File: config.mk
export PLATFORM = sky130hd
export DESIGN_NAME = multi_edge_detector
export DESIGN_NICKNAME = d
export VERILOG_FILES = /design/src/rtl/edge_pkg.sv /design/src/rtl/edge_chan.sv /design/src/rtl/multi_edge_detector.sv
export SDC_FILE = /design/constraint.sdc
export NUM_CORES = 1
export LEC_CHECK = 0
export CORE_AREA = 2 2 85 87
export DETAILED_ROUTE_END_ITERATION = 8
export DIE_AREA = 0 0 87 89
export MAX_ROUTING_LAYER = met4
export PLACE_DENSITY = 0.68
export SLEW_MARGIN = 20
export SYNTH_ARGS = -nofsm -noshare
export SYNTH_HDL_FRONTEND = slang
export SYNTH_SLANG_ARGS = --single-unit
export TNS_END_PERCENT = 30
File: constraint.sdc
create_clock -name clk -period 2.67 [get_ports clk]
set_clock_uncertainty 0.1 [all_clocks]
set_input_delay 0.534 -clock clk [delete_from_list [all_inputs] [get_ports clk]]
set_output_delay 0.534 -clock clk [all_outputs]
set_load 0.01 [all_outputs]
File: src/rtl/edge_pkg.sv
// Shared types and helpers for the multi-channel edge detector.
// Mode encoding: 00 off, 01 rise, 10 fall, 11 both.
package edge_pkg;

  typedef enum logic [1:0] {
    EDGE_OFF  = 2'b00,
    EDGE_RISE = 2'b01,
    EDGE_FALL = 2'b10,
    EDGE_BOTH = 2'b11
  } edge_mode_t;

  localparam int EDGE_MODE_W = 2;

  function automatic logic edge_qualify(input edge_mode_t mode, input logic rise, input logic fall);
    logic hit;
    case (mode)
      EDGE_OFF:  hit = 1'b0;
      EDGE_RISE: hit = rise;
      EDGE_FALL: hit = fall;
      EDGE_BOTH: hit = rise | fall;
      default:   hit = 1'b0;
    endcase
    return hit;
  endfunction

endpackage

File: src/rtl/edge_chan.sv
// One detector channel: synchroniser, optional debounce filter (EDGE_DEBOUNCE_EN),
// edge history, registered tick, sticky pend and saturating event counter.
module edge_chan
  import edge_pkg::*;
#(
  parameter int SYNC_STAGES = 2,
  parameter int CNT_W       = 8
`ifdef EDGE_DEBOUNCE_EN
  , parameter int DB_CYCLES = 4
`endif
) (
  input  logic             clk,
  input  logic             rst,
  input  logic             i_level,
  input  edge_mode_t       i_mode,
  input  logic             i_clr,
  input  logic             i_arm,
  output logic             o_tick,
  output logic             o_pend,
  output logic [CNT_W-1:0] o_count
);

  logic [SYNC_STAGES-1:0] r_sync;
  logic                   w_s;
  logic                   r_prev;
  logic                   w_rise;
  logic                   w_fall;
  logic                   w_hit;
  logic                   r_tick;
  logic                   r_pend;
  logic [CNT_W-1:0]       r_count;

  // Input synchroniser chain
  always_ff @(posedge clk) begin
    if (rst) begin
      r_sync <= '0;
    end else begin
      r_sync <= {r_sync[SYNC_STAGES-2:0], i_level};
    end
  end

`ifdef EDGE_DEBOUNCE_EN
  localparam int DB_W = $clog2(DB_CYCLES + 1);

  logic [DB_W-1:0] r_db_cnt;
  logic            r_filt;

  // Filtered level flips only after DB_CYCLES consecutive differing samples
  always_ff @(posedge clk) begin
    if (rst) begin
      r_db_cnt <= '0;
      r_filt   <= 1'b0;
    end else if (r_sync[SYNC_STAGES-1] == r_filt) begin
      r_db_cnt <= '0;
    end else if (r_db_cnt == DB_W'(DB_CYCLES - 1)) begin
      r_db_cnt <= '0;
      r_filt   <= r_sync[SYNC_STAGES-1];
    end else begin
      r_db_cnt <= r_db_cnt + DB_W'(1);
    end
  end

  assign w_s = r_filt;
`else
  assign w_s = r_sync[SYNC_STAGES-1];
`endif

  assign w_rise = w_s & ~r_prev;
  assign w_fall = ~w_s & r_prev;
  assign w_hit  = i_arm & edge_qualify(i_mode, w_rise, w_fall);

  // History, tick, sticky flag and counter; a tick landing with clr wins
  always_ff @(posedge clk) begin
    if (rst) begin
      r_prev  <= 1'b0;
      r_tick  <= 1'b0;
      r_pend  <= 1'b0;
      r_count <= '0;
    end else begin
      r_prev <= w_s;
      r_tick <= w_hit;
      r_pend <= r_tick | (r_pend & ~i_clr);
      if (i_clr) begin
        r_count <= CNT_W'(r_tick);
      end else if (r_tick && (r_count != {CNT_W{1'b1}})) begin
        r_count <= r_count + CNT_W'(1);
      end else begin
        r_count <= r_count;
      end
    end
  end

  assign o_tick  = r_tick;
  assign o_pend  = r_pend;
  assign o_count = r_count;

endmodule

File: src/rtl/multi_edge_detector.sv
// CH-channel synchronised edge detector with warm-up suppression and aggregated irq.
// Optional per-channel debounce filter enabled by defining EDGE_DEBOUNCE_EN.
module multi_edge_detector
  import edge_pkg::*;
#(
  parameter int CH          = 4,
  parameter int SYNC_STAGES = 2,
  parameter int CNT_W       = 8,
  parameter int DB_CYCLES   = 4
) (
  input  logic                clk,
  input  logic                rst,
  input  logic [CH-1:0]       level,
  input  logic [2*CH-1:0]     mode,
  input  logic [CH-1:0]       clr,
  output logic [CH-1:0]       tick,
  output logic [CH-1:0]       pend,
  output logic [CH*CNT_W-1:0] count,
  output logic                irq
);

`ifdef EDGE_DEBOUNCE_EN
  localparam bit DB_EN = 1'b1;
`else
  localparam bit DB_EN = 1'b0;
`endif

  // History is not trustworthy until the sync chain (and filter) has refilled
  localparam int WARM   = SYNC_STAGES + 1 + (DB_EN ? DB_CYCLES : 0);
  localparam int WARM_W = $clog2(WARM + 1);

  logic [WARM_W-1:0] r_warm;
  logic              w_arm;
  logic              r_irq;

  // Warm-up down-counter, reloaded by every reset
  always_ff @(posedge clk) begin
    if (rst) begin
      r_warm <= WARM_W'(WARM);
    end else if (r_warm != '0) begin
      r_warm <= r_warm - WARM_W'(1);
    end else begin
      r_warm <= r_warm;
    end
  end

  assign w_arm = (r_warm == '0);

  for (genvar i = 0; i < CH; i++) begin : g_chan
    edge_chan #(
      .SYNC_STAGES(SYNC_STAGES),
      .CNT_W      (CNT_W)
`ifdef EDGE_DEBOUNCE_EN
      , .DB_CYCLES(DB_CYCLES)
`endif
    ) u_chan (
      .clk    (clk),
      .rst    (rst),
      .i_level(level[i]),
      .i_mode (edge_mode_t'(mode[EDGE_MODE_W*i +: EDGE_MODE_W])),
      .i_clr  (clr[i]),
      .i_arm  (w_arm),
      .o_tick (tick[i]),
      .o_pend (pend[i]),
      .o_count(count[i*CNT_W +: CNT_W])
    );
  end

  // Interrupt follows the pending flags one cycle later
  always_ff @(posedge clk) begin
    if (rst) begin
      r_irq <= 1'b0;
    end else begin
      r_irq <= |pend;
    end
  end

  assign irq = r_irq;

endmodule

Word-level counts from Yosys, hierarchy flattened
Cells that the tools add are included.
{"block": "op_classes", "addsub": 5, "n_eq_ne": 16, "mux": 12, "bitwise": 36, "reduce_logical": 19}
{"cell": "$add 8x1->8 const B", "count": 4}
{"cell": "$ne 8x8->1 const B", "count": 4}
{"cell": "$and 1x1->1", "count": 16}
{"cell": "$eq 2x2->1 const B", "count": 8}
{"cell": "$pmux 1 s4", "count": 4}
{"cell": "$not 1->1", "count": 12}
{"cell": "$logic_not 2->1", "count": 5}
{"cell": "$reduce_bool 2->1", "count": 5}
{"cell": "$eq 2x1->1 const B", "count": 4}
{"cell": "$mux 1", "count": 8}
{"cell": "$or 1x1->1", "count": 8}
{"cell": "$reduce_or 2->1", "count": 4}
{"cell": "$logic_and 1x1->1", "count": 4}
{"cell": "$reduce_or 4->1", "count": 1}
{"cell": "$sub 2x1->2 const B", "count": 1}
{"block": "word_totals", "regBits": 55, "inputBits": 18, "out_inout_bits": 41}

Logic depth before layout (Yosys ltp)
Gate-level depths: netlist (run 1).
{"block": "depth", "ltp_word": 5, "mapped_depth": 5, "mapped_depth_nobuf": 5}

Hierarchy
Synthesis (run 1) repeated with hierarchy kept, for this count alone.
{"block": "unflattened", "hier_cells": 302, "hier_area_um2": 2755.1}
{"module": "edge_chan", "n_inst": 4, "cells_each": 72, "area_each_um2": 654.4}
{"module": "multi_edge_detector", "n_inst": 1, "cells_each": 14, "area_each_um2": 137.6}

Worst setup path before layout (run 1)
OpenSTA, ideal clock, no wires.
{"block": "synth_path", "path_type": "register to register", "start": "register g_chan[2].u_chan.r_count[0]", "end": "register g_chan[2].u_chan.r_count[5]", "arrival_ps": 1441, "required_ps": 2500, "slack_ps": 1059, "stages_incl_launch_ff": 5, "cell_sequence": "dfxtp_1 -> ha_1 -> and4_1 -> or4_1 -> a21boi_1"}
{"block": "synth_between", "elab_chain_cells": 2, "word_cells_on_any_way": 3}
{"element": "start, declared", "line": "edge_chan.sv:31", "source": "logic [CNT_W-1:0] r_count;"}
{"element": "start signal, assigned", "line": "edge_chan.sv:84", "source": "r_count <= CNT_W'(r_tick);"}
{"element": "start signal, assigned", "line": "edge_chan.sv:86", "source": "r_count <= r_count + CNT_W'(1);"}
{"element": "start signal, assigned", "line": "edge_chan.sv:88", "source": "r_count <= r_count;"}
{"element": "branches (longest 2 deep; another with $add 8x1->8)"}
Parallel ways; which one is timed is not known.
A chain may end at the register's enable or synchronous reset.

Worst setup path after layout (run 1)
{"block": "layout_path", "start": "register g_chan[2].u_chan.r_tick", "end": "output port tick[2]"}
{"element": "start, declared", "line": "edge_chan.sv:29", "source": "logic r_tick;"}
{"element": "start signal, assigned", "line": "edge_chan.sv:81", "source": "r_tick <= w_hit;"}
{"element": "end, declared", "line": "multi_edge_detector.sv:16", "source": "output logic [CH-1:0] tick,"}
No word-level cell between the ends.

==> run_results.csv, run 1 <==
group,metric,value,unit
detailed_routing,viasPerCell,5.498,
worst_setup_path,cp_max_fo,11,
detailed_routing,dr.pass1.iters,4,
synth,synth_nets,335,
sta,rsz0062_at_grt,"false",
pwr,p_total,0.001424,W
sta,worst_pin_slew,0.4236,ns
cts,clock_latency,0.31,ns
synth,synthCells,304,
sta,min_period_over_period,0.8054,
sta,layout_min_cycle_time,2.150,ns
global_route,grt_max_degree,24,
sta,max_slew_margin,0.7166,
finish,num_antenna_cells,0,
worst_setup_path,cpMaxStageDelayCell,"clkdlybuf4s50_1",
die,io_pins,59,
worst_setup_path,endpoint_kind,"primary output",
synth,synth_edf_count,0,
global_route,grt_first_pass_wirelength,9.363,mm
detailed_routing,drc_errors,0,
detailed_routing,wl_met3,255,µm
worst_setup_path,path_cells,"clkdlybuf4s50_1",
synth,yosysTopAreaCell,"dfxtp_1",
synth,ys_async_sr_fraction,0,
run_status,status,"complete, no violations",
pwr,power.density,422.7,nW/µm²
sta,fin_setup_tns,0,ns
detailed_routing,drtIter0Drc,94,
run,drv_cap,0,
detailed_routing,drt-total-wl,5.875,mm
worst_setup_path,worstPathBufferInverterCount,1,
detailed_routing,top_layer_used,"met4",
min_path,min_path_type,"reg2reg",
min_path,min_delay_path_depth,1,
synth,avgSynthCellArea,8.812,µm²
global_route,grt_usage,0.1551,
pwr,p_leak,1.142,nW
synth,synth_flop_cell,"dfxtp_1",
die,die_y,89,µm
cts,cts_max_level,2,
detailed_routing,wl_met1,2.925,mm
synth,ys_types,48,
worst_setup_path,required,2.04,ns
global_route,overflow,0,
finish,drive_gt1_frac,0.05085,
cts,hold_buffers,0,
finish,area_growth,25.78,%
synth,ys_warn_count,0,
cts,path_clk_slew,0.10,ns
sta,hold_violations,0,
die,coreArea,6719,µm²
die,die-width,87,µm
detailed_routing,ant_nets,0,
placed_design,dp_hpwl,4.294,mm
cts,post_cts_resized,0,
cts,numCtsBuffers,5,
die,initial_utilization,0.3987,
finish,nets,384,
cts,post_cts_buffers,0,
sta,max_freq,0.4650,GHz
cts,cts-root-buf,"clkbuf_8",
detailed_routing,vias,2386,
synth,synth_top_area_share,0.4110,
worst_setup_path,critPathKind,"reg2out",
worst_setup_path,critPathArrivalTime,1.52,ns
sta,finalSetupViolCount,0,
placed_design,gp_congestion,0.8855,
synth,synth.area.top_cells,"dfxtp_1 41%, ha_1 6.1%, nor2b_1 4.4%, mux2i_1 3.7%, a21oi_1 3.5%",
worst_setup_path,worst_path_largest_cell_delay,0.64,ns
cts,clk_path_buf_depth,2,
placed_design,portBuffers,58,
worst_setup_path,cp-start-kind,"flip-flop",
global_route,grt_pass1_vias,2068,
detailed_routing,drt-wirelength-per-cell,13.54,µm
die,dieArea,7743,µm²
worst_setup_path,crit_family,"buffers and inverters",
global_route,antenna_found_initial,0,
cts,cts_tree,"built",
die,fp-row-count,30,
sta,final_max_slew_viol_count,0,
synth,synthesis.area,2679,µm²
detailed_routing,routed-wl-met2,2.572,mm
synth,synth_seq_cells,55,
pwr,ir_drop,0.1849,mV
cts,cts.sinks,55,
synth,yosysSeqAreaShare,0.4110,
worst_setup_path,crit_cells,1,
worst_setup_path,reg2reg_depth,4,
## cell usage after synthesis (2+ instances only)
| library cell | number |
|---|---|
| dfxtp_1 | 55 |
| nand2_1 | 24 |
| a21oi_1 | 19 |
| nor2b_1 | 19 |
| inv_1 | 17 |
| o21ai_0 | 15 |
| ha_1 | 13 |
| nor2_1 | 12 |
| a31oi_1 | 10 |
| mux2i_1 | 10 |
| nand3_1 | 9 |
| nand4_1 | 9 |
| buf_4 | 8 |
| and4_1 | 6 |
| nor3_1 | 6 |
| a2111oi_0 | 4 |
| a211oi_1 | 4 |
| buf_2 | 4 |
| clkbuf_1 | 4 |
| nand2b_1 | 4 |
| nand3b_1 | 4 |
| or3_1 | 4 |
| a21boi_1 | 3 |
| and3_1 | 3 |
| nor3b_1 | 3 |
| o41ai_1 | 3 |
| or2_2 | 3 |
| or4_1 | 3 |
| a311oi_1 | 2 |
| and2_1 | 2 |
| nand3_2 | 2 |
| nor4_1 | 2 |
| o311ai_0 | 2 |
| o31ai_1 | 2 |
## path summary, 6_finish.rpt
check        slack [ns]                          end                        start
max                0.52                      tick[2]      g_chan[2].u_chan.o_tick
min                0.33   g_chan[3].u_chan.r_sync[1]   g_chan[3].u_chan.r_sync[0]
min reg2reg        0.33   g_chan[3].u_chan.r_sync[1]   g_chan[3].u_chan.r_sync[0]
max reg2reg        0.91  g_chan[2].u_chan.o_count[5]  g_chan[2].u_chan.o_count[0]
## routing by layer
layer  GRT usage  vias to the layer above
li1            -                     1202
met1      0.2019                     1109
met2      0.2387                       64
met3     0.03139                       11
met4     0.05682                        0
met5           -                        -
## metrics by stage
stage | setup WS, ns | cells | utilization | hold WS, ns | instance area (µm²)
after floorplan | 1.059 | 304 | - | 0.3138 | 2679
after global placement | 0.5970 | 426 | 0.4868 | 0.3196 | 3271
after detailed placement | 0.5258 | 426 | 0.4868 | 0.3204 | 3271
after CTS | 0.5147 | 434 | 0.5015 | 0.3396 | 3369
after global routing | 0.4629 | 434 | 0.5015 | 0.3560 | 3369
final | 0.5196 | 434 | 0.5015 | 0.3347 | 3369
## flip-flops by register name, summed over array words and instances, names as in the netlist
signal / count
g_chan.u_chan.o_tick: 4
irq: 1
g_chan.u_chan.o_pend: 4
r_warm: 2
g_chan.u_chan.o_count: 32
g_chan.u_chan.r_sync: 8
g_chan.u_chan.r_prev: 4
## final cells by class
class / instances / area, µm²
Inverter: 17 / 63.81
Timing Repair Buffer: 60 / 595.6
Tap cell: 80 / 100.1
Sequential cell: 55 / 1101
Clock inverter: 2 / 16.27
Fill cell: 632 / 3349
Multi-Input combinational cell: 214 / 1410
Clock buffer: 6 / 82.58
## layout by cell type (no fill, tap or decap), types with 3 or more instances in the layout
| cell | instances |
|---|---|
| nor3b_1 | 3 |
| dfxtp_1 | 55 |
| inv_1 | 17 |
| a21boi_1 | 3 |
| ha_1 | 13 |
| o21ai_0 | 15 |
| a21oi_1 | 19 |
| nand2b_1 | 4 |
| a31oi_1 | 10 |
| a2111oi_0 | 4 |
| nor2b_1 | 19 |
| or2_2 | 3 |
| clkdlybuf4s50_1 | 58 |
| nor2_1 | 12 |
| or3_1 | 4 |
| nand4_1 | 9 |
| nand2_1 | 24 |
| a211oi_1 | 4 |
| or4_1 | 3 |
| nand3_1 | 9 |
| clkbuf_8 | 6 |
| nand3b_1 | 4 |
| mux2i_1 | 10 |
| and3_1 | 3 |
| o41ai_1 | 3 |
| and4_1 | 6 |
| nor3_1 | 6 |
## cells by family after synthesis
family | after synthesis | synth area share
adder cells (fa/ha/maj) | 13 | 0.06072
multiplexers | 10 | 0.03737
flip-flops | 55 | 0.4110
AO/OA/AOI/OAI | 70 | 0.1677
XOR/XNOR | 1 | 0.003270
buffers and inverters | 35 | 0.06258
AND/OR/NAND/NOR | 120 | 0.2574
## power breakdown
part | total, W | internal, W | switching [W]
Sequential | 0.000843 | 0.000835 | 0.00000765
Clock | 0.000481 | 0.000212 | 0.000269
Combinational | 0.000101 | 0.0000542 | 0.0000465
No activity file was read; power rests on OpenSTA's default activity.
==> run 2: changes to the inputs <==
==> constraint.sdc (replaced) <==
create_clock -name clk -period 2 [get_ports clk]
set_clock_uncertainty 0.1 [all_clocks]
set_input_delay 0.4 -clock clk [delete_from_list [all_inputs] [get_ports clk]]
set_output_delay 0.4 -clock clk [all_outputs]
set_load 0.01 [all_outputs]
==> run 2 against run 1 <==
Net effect:
- power increased by 49%
- wire length decreased by 0.49%
- critical path depth unchanged
- first-iteration DRC count decreased by 9.6%
- combinational power increased by 39%
- hold slack improved by 0.011 ns
- final cell count increased by 1.2%
- die area unchanged
- clock power increased by 77%
==> run_results.csv, run 2 (synthesis gave the netlist of run 1 again) <==
group,metric,value,unit
cts,clk_path_buf_depth,2,
detailed_routing,viasPerCell,5.478,
worst_setup_path,worst_path_largest_cell_delay,0.60,ns
sta,worst_pin_slew,0.3698,ns
placed_design,dp_slack,0.03993,ns
detailed_routing,drt-wirelength-per-cell,13.32,µm
global_route,grt_pass1_vias,2016,
detailed_routing,ant_nets,0,
cts,post_cts_buffers,0,
die,io_pins,59,
worst_setup_path,cp-start-kind,"flip-flop",
sta,finalSetupViolCount,0,
pwr,power.density,612.6,nW/µm²
placed_design,dp_hpwl,4.192,mm
global_route,grt_max_degree,32,
pwr,ir_drop,0.3133,mV
min_path,min_delay_path_depth,1,
pwr,p_leak,1.192,nW
worst_setup_path,r2r-start,"g_chan[3].u_chan.o_count[0]",
finish,drive_gt1_frac,0.06407,
sta,fin_setup_tns,0,ns
detailed_routing,drt-total-wl,5.846,mm
die,fp-row-count,30,
die,initial_utilization,0.3987,
worst_setup_path,worstPathBufferInverterCount,1,
worst_setup_path,reg2reg_depth,4,
die,dieArea,7743,µm²
sta,worst_slack,0.1069,ns
finish,num_antenna_cells,0,
sta,min_period_over_period,0.9465,
worst_setup_path,endpoint_kind,"primary output",
detailed_routing,vias,2405,
die,coreArea,6719,µm²
cts,clock_latency,0.30,ns
finish,nets,389,
detailed_routing,drc_errors,0,
finish,final_common_cell,"clkdlybuf4s50_1",
worst_setup_path,critPathArrivalTime,1.39,ns
worst_setup_path,crit_family,"buffers and inverters",
detailed_routing,drtIter0Drc,85,
global_route,grt_usage,0.1562,
cts,cts_max_level,2,
worst_setup_path,path_cells,"clkdlybuf4s50_1",
sta,max_slew_margin,0.7471,
global_route,overflow,0,
cts,cts_tree,"built",
cts,post_cts_resized,0,
min_path,hold_end,"g_chan[2].u_chan.r_sync[1]",
worst_setup_path,required,1.50,ns
cts,cts-root-buf,"clkbuf_8",
sta,max_freq,0.5282,GHz
sta,layout_min_cycle_time,1.893,ns
min_path,hp-start,"g_chan[2].u_chan.r_sync[0]",
sta,rsz0062_at_grt,"false",
worst_setup_path,regToRegSetupSlack,0.30,ns
finish,area_growth,28.96,%
detailed_routing,dr.pass1.iters,6,
cts,path_clk_slew,0.09,ns
cts,cts.sinks,55,
worst_setup_path,cp_max_fo,7,
global_route,grt_first_pass_wirelength,9.480,mm
cts,hold_buffers,0,
worst_setup_path,rr_endpoint,"g_chan[3].u_chan.o_count[5]",
finish,largest_reg_flops,32,
die,die-width,87,µm
global_route,antenna_found_initial,0,
sta,hold_violations,0,
cts,numCtsBuffers,5,
run_status,status,"complete, no violations",
placed_design,gp_congestion,0.9003,
min_path,min_path_type,"reg2reg",
run,drv_cap,0,
sta,final_max_slew_viol_count,0,
worst_setup_path,critPathKind,"reg2out",
die,die_y,89,µm
worst_setup_path,cpMaxStageDelayCell,"clkdlybuf4s50_1",
worst_setup_path,cp-startpoint,"g_chan[3].u_chan.o_count[0]",
placed_design,portBuffers,58,
finish,final_cell_mix,"58 x clkdlybuf4s50_1, 54 x dfxtp_1, 24 x nand2_1, 19 x a21oi_1, 19 x nor2b_1",
-- run 2: metal layers --
layer | vias up | global-route usage | wire length (µm)
met2 | 53 | 0.2241 | 2559
met4 | 0 | 0.05824 | 54
li1 | 1212 | - | -
met5 | - | - | 0
met1 | 1138 | 0.2184 | 3015
met3 | 2 | 0.02770 | 217
-- run 2: power by group --
group / internal [W] / switching [W]
Combinational: 0.0000768 / 0.0000636
Clock: 0.000501 / 0.000351
Sequential: 0.00111 / 0.00000986
-- run 2: cell type report --
class                           count  area (µm²)
Sequential cell                    55        1102
Clock inverter                      2       60.06
Timing Repair Buffer               65       645.6
Clock buffer                        6       72.57
Fill cell                         637        3264
Inverter                           17       63.81
Tap cell                           80       100.1
Multi-Input combinational cell    214        1410
-- run 2: worst max path at each step --
stage,end,slack (ns),cells past startpoint
after floorplan,g_chan[2].u_chan.o_count[5],0.39,4
after global placement,g_chan[0].u_chan.o_count[6],0.14,4
after detailed placement,g_chan[0].u_chan.o_count[6],0.04,4
after CTS,tick[1],0.05,1
after global routing,count[13],0.04,1
final,count[24],0.11,1
-- run 2: metrics by stage --
step	total power [W]	instances	util	cell area [µm²]	hold slack, ns
floorplan	0.001223	304	-	2679	0.3138
global placement	0.001287	431	0.4942	3321	0.3181
detailed placement	0.001290	431	0.4942	3321	0.3285
CTS	0.002147	439	0.5140	3453	0.3517
global route	0.002201	439	0.5142	3455	0.3640
finish	0.002116	439	0.5142	3455	0.3456
